**src/rtl/mux_5b_pkg.sv**
```systemverilog
// Shared constants for the register-address selector.
package mux_5b_pkg;

  // Register-file address width (default data width of the selector).
  localparam int REG_ADDR_W = 5;

  // Select encoding for the choose input.
  localparam logic SEL_SRC1 = 1'b0;
  localparam logic SEL_SRC2 = 1'b1;

endpackage

```
**src/rtl/mux_5b_mux2.sv**
```systemverilog
// Width-generic combinational 2:1 selector.
module mux2
  import mux_5b_pkg::*;
#(
  parameter int WIDTH = REG_ADDR_W
) (
  input  logic [WIDTH-1:0] src1,
  input  logic [WIDTH-1:0] src2,
  input  logic             choose,
  output logic [WIDTH-1:0] result
);

  // An unknown select resolves to src1; the output is don't-care then, and a
  // plain if/else keeps synthesis to a clean 2:1 select.
  always_comb begin
    if (choose == SEL_SRC2) begin
      result = src2;
    end else begin
      result = src1;
    end
  end

endmodule

```
**src/rtl/mux_5b.sv**
```systemverilog
// 2:1 selector for register-address fields with a registered copy for the
// next pipeline stage. The combinational output stays live during reset.
module mux_5b
  import mux_5b_pkg::*;
#(
  parameter int WIDTH = REG_ADDR_W
) (
  input  logic             clk,
  input  logic             rst,
  input  logic [WIDTH-1:0] Src1,
  input  logic [WIDTH-1:0] Src2,
  input  logic             choose,
  output logic [WIDTH-1:0] result,
  output logic [WIDTH-1:0] result_q,
  output logic             choose_q
);

  logic [WIDTH-1:0] result_c;

  mux2 #(
    .WIDTH (WIDTH)
  ) u_mux2 (
    .src1   (Src1),
    .src2   (Src2),
    .choose (choose),
    .result (result_c)
  );

  // Zero-latency datapath output.
  assign result = result_c;

  // Output register stage: loads every cycle, cleared asynchronously.
  always_ff @(posedge clk or posedge rst) begin
    if (rst) begin
      result_q <= '0;
      choose_q <= SEL_SRC1;
    end else begin
      result_q <= result_c;
      choose_q <= choose;
    end
  end

endmodule

```
**config.mk**
```make
export PLATFORM = sky130hd
export DESIGN_NAME = mux_5b
export DESIGN_NICKNAME = d
export VERILOG_FILES = /design/src/rtl/mux_5b_pkg.sv /design/src/rtl/mux_5b_mux2.sv /design/src/rtl/mux_5b.sv
export SDC_FILE = /design/constraint.sdc
export NUM_CORES = 1
export LEC_CHECK = 0
export BUFFER_PORTS_ARGS = -buffer_cell sky130_fd_sc_hd__clkbuf_2
export CAP_MARGIN = 20
export CORE_AREA = 3 3 40 42
export DETAILED_ROUTE_END_ITERATION = 12
export DIE_AREA = 0 0 43 45
export SLEW_MARGIN = 40
export SYNTH_ARGS = -nofsm -noshare
export SYNTH_HDL_FRONTEND = slang
export SYNTH_SLANG_ARGS = --single-unit
export TNS_END_PERCENT = 30
```
**constraint.sdc**
```tcl
create_clock -name clk -period 0.8 [get_ports clk]
set_input_delay 0.16 -clock clk [delete_from_list [all_inputs] [get_ports clk]]
set_output_delay 0.16 -clock clk [all_outputs]
set_load 0.005 [all_outputs]
```
## After elaboration in Yosys (flattened, before gate mapping)

Cells that the tools add are included.

| operators by class | value |
|---|---|
| mux-type cells | 1 |

Operators with widths:

| operator | number |
|---|---|
| 5-bit 2-to-1 mux | 1 |

| storage, ports and cells | value |
|---|---|
| register bits after elaboration | 6 |
| input port bits | 13 |
| output and inout bits | 11 |
| logic and storage cells | 3 |

## Depth between registers and ports, before layout

| depth | value |
|---|---|
| depth after elaboration | 1 |
| mapped depth | 1 |
| gate-level depth less buffers | 1 |

## Hierarchy

A second synthesis with hierarchy kept.

| unflattened totals | value |
|---|---|
| cell total of the unflattened synthesis | 12 |
| area total of the unflattened synthesis | 210.2 µm² |

By module, submodules not included:

| module | instances | cells an instance | area an instance (µm²) | sequential area each (µm²) |
|---|---|---|---|---|
| mux_5b | 1 | 7 | 153.9 | 150.1 |
| mux2 | 1 | 5 | 56.3 | 0.0 |

## Worst setup path before layout

No wires, ideal clock.

| path | value |
|---|---|
| path type | input port to output port |
| start | in choose |
| end | out result[0] |
| arrival | 482 ps |
| data required time | 640 ps |
| path slack | 158 ps |
| stages on the path | 1 |
| buffers on the path | 0 |
| cells stage by stage | mux2_2 |

| on the way | value |
|---|---|
| word-level cells in the longest chain between the ends | 1 |

Ends and longest elaborated chain:

| element | line | RTL |
|---|---|---|
| start, declared | mux_5b.sv:12 | `input logic choose,` |
| 5-bit 2-to-1 mux | mux_5b_mux2.sv:16 | `if (choose == SEL_SRC2) begin` |
| end, declared | mux_5b.sv:13 | `output logic [WIDTH-1:0] result,` |

Every way passes these cells.

## Worst setup path after layout

| path | value |
|---|---|
| start | in choose |
| end | out result[1] |

The elaborated chain is that of the path after synthesis.

==> impl.org <==
** Finish
- Across the whole layout, storage elements account for 150 sq um.
- Leaving out filler cells and counting taps, the final layout contains 61.
- 0 antenna diodes ended up in the layout.
- The post-route netlist has 82.6% of its cells at a drive strength greater than 1.
- Layout Nets :: 61
- Fillers :: 136
- Compared with the post-synthesis result, the final layout area differs by 123%.
- Final standard cell utilization of the core :: 36.4%
- Area occupied by multi-input gates :: 75.1 sq um
- Final design area excluding fillers :: 468 sq um

** Synth
- Share of the synthesized area in the top cell type :: 71.4%
- During synthesis, Yosys emitted a total of 0 warnings.
- Post-synthesis cell type count :: 3
- The share of the Yosys chip area taken by registers is 71.4%.
- Largest cells by area after synthesis :: sky130_fd_sc_hd__dfrtp_1 71%, sky130_fd_sc_hd__mux2_2 27%, sky130_fd_sc_hd__inv_1 1.8%
- Among all flip-flop cells after synthesis, the most frequent one is sky130_fd_sc_hd__dfrtp_1.
- Mux contribution to synthesized area :: 26.8%
- After Yosys synthesis, XOR and XNOR cells account for 0% of the synthesized area.
- Adder-cell area share of the yosys netlist :: 0%
- Cell taking the most area after synthesis :: sky130_fd_sc_hd__dfrtp_1
- Compound-Gate Fraction of Synth Area :: 0%
- Total standard cell area after synthesis :: 210 sq um
- Synthesized netlist net count :: 25
- Combinational family with the most area after synthesis :: multiplexers
- Number of enable flip-flop cells after synthesis :: 0
- Ranking of synthesized cells by instance count :: 6 x sky130_fd_sc_hd__dfrtp_1, 5 x sky130_fd_sc_hd__mux2_2, 1 x sky130_fd_sc_hd__inv_1
- The synthesized netlist devotes 0% of its cell area to simple gates.
- A synthesized cell averages 17.5 sq um.
- Synthesis produced a netlist whose cell count is 12.
- For this run, asynchronously set or reset flops after synthesis account for 100%.
- The synthesized design contains 6 register bits.
- Leading cell type by number of instances after synthesis :: sky130_fd_sc_hd__dfrtp_1

** Outcome
- The final reports fail on negative setup slack.
- The run finished, with violations left.

** Routing
- After detailed routing, the average wire length per cell comes to 10.2 um.
- Count of antenna-violating nets left after detailed routing :: 0
- In this run, the number of DRC markers left after iteration 0 of detailed routing was 0.
- The routed layout has 231 vias.
- Via density per instance :: 3.79
- Detailed Routing Iterations Pass 1 :: 1
- Wires add up to 620 um.
- After detailed routing, the number of remaining DRC violations is 0.

** STA
- Timing would allow up to 1150 MHz.
- The number of slew-limit violations in the final report was 0.
- Dividing the final minimum period by the clock period gives 109%.
- In this run the tightest slew margin relative to its limit is 85.4%.
- Final count of hold timing violations :: 0
- Setup repair after global routing could not meet its margin everywhere.
- Fin Hold WS :: 0.0876 ns
- For the finished layout, the period the worst path requires is 0.872 ns.
- Setup violations remaining at the end of the flow were counted as 11.
- Setup tns final :: -0.644 ns
- Pin slew with the least headroom to its limit :: 0.219 ns
- Crit path setup slack, layout :: -0.0717 ns

** GRT
- Antenna violations before repair :: 0
- First-pass GRT wire length :: 972 um
- Maximum number of pins on one net before global-route repair :: 7
- Aggregate global routing overflow :: 0
- Global routing consumed, over all layers together, 7.49% of the routing resources.
- The via count of the first global-routing pass came to 266.

** Pwr
- Total power :: 0.772 mW
- In this run the power density over the cells is 1650 nW/um^2.
- Worst vdd rail ir drop :: 412 uV
- Static power due to leakage :: 0.272 nW

** Placement
- RD Place Congestion :: 0.662
- DP Worst Slack :: -0.165 ns
- Area after detailed placement :: 374 sq um
- In this run the tool buffered the top-level ports with 23 buffer cells.
- The wire-length estimate of the detail-placed layout is 491 um.
- Post-Place Cells :: 54

** Clocking
- TritonCTS created 3 clock buffers.
- Number of sinks driven by the clock tree :: 6
- Deepest clock path buffer count :: 2
- TritonCTS clock tree :: built
- In this run the number of H-tree levels came out at 1.
- The cell sitting at the root of the clock tree is a sky130_fd_sc_hd__clkbuf_4.
- Clock-pin slew was measured on the worst setup and hold paths at 0.04 ns.

** Worst setup path
- Counting both buffers and inverters, the worst setup path holds a total of 2.
- The worst setup path is launched from a primary input.
- Kind of critical path :: in2out
- The largest single stage delay on the critical path is 0.30 ns.
- On the critical path, the stage with the largest delay is an instance of sky130_fd_sc_hd__mux2_4.
- STA classifies the critical path endpoint as an output pin.
- Worst-path fanout max :: 6
- STA puts the critical path data required time at 0.64 ns.
- Counting buffers and inverters, the worst setup path is 3 cells deep.
- The critical path goes through clkbuf_16, mux2_4, clkbuf_2.
- For the worst setup path, the data arrival time is 0.71 ns.
- Cell family contributing the most delay on the critical path :: multiplexers

** Floorplanning
- Floorplan core area :: 1280 sq um
- # IOs :: 24
- In this run the core area contains 13 standard-cell rows.
- The floorplan step defined a die boundary enclosing 1940 sq um.
- The floorplan step set the die height to 45 um.
- Die width :: 43 um
- Initial core utilization :: 16.4%

** Worst hold path
- Along the worst hold path, the cell count comes to 1.
- Worst Hold Class :: in2reg

** Flow run
- The tool flagged a number of max-cap violations equal to 0.
-- timing repair --
action / 4_1_cts / 5_1_grt
hold buffers: 1 / 0
gates resized for setup: 8 / 0
buffers inserted: 3 / 0
pin swaps: 0 / 0
endpoints found under the hold margin: 6 / 0
setup endpoints to repair: 11 / 11
-- registers in the layout (all words and copies together), names as in the netlist --
register  count
result_q      5
choose_q      1
-- per-layer routing --
layer | GRT usage [%] | up-vias | wire length [um]
met4 | 7.23 | 0 | 0
met1 | 7.44 | 99 | 236
met5 | 0 | - | 0
met3 | 4.78 | 0 | 131
li1 | - | 108 | -
met2 | 10.5 | 24 | 253
-- path summary, 6_finish.rpt --
check / startpoint / end
worst max-delay path: choose / result[1]
worst min-delay path: choose / choose_q$_DFF_PP0_
max in group asynchronous: rst / result_q[0]$_DFF_PP0_
min in group asynchronous: rst / result_q[1]$_DFF_PP0_
-- where the power goes --
group | switching [mW] | total (mW) | internal, mW
Combinational | 0.0589 | 0.179 | 0.121
Sequential | 0.00479 | 0.331 | 0.326
Clock | 0.0924 | 0.261 | 0.169
-- layout by cell type, fill, tap and decap left out, drive strengths merged --
master	count
mux2	5
dlygate4sd3	1
inv	1
clkbuf	26
buf	7
dfrtp	6
-- logic make-up after synthesis --
group	after synthesis
flip-flops	6
multiplexers	5
buffers and inverters	1
-- area by class of cell --
type | count | area share, %
tap | 15 | 4.01
timing repair buffer | 31 | 42.2
multi-input combinational | 5 | 16.0
inverter | 1 | 0.802
sequential | 6 | 32.1
clock buffer | 3 | 4.81
(Power assumes the default switching activity.)
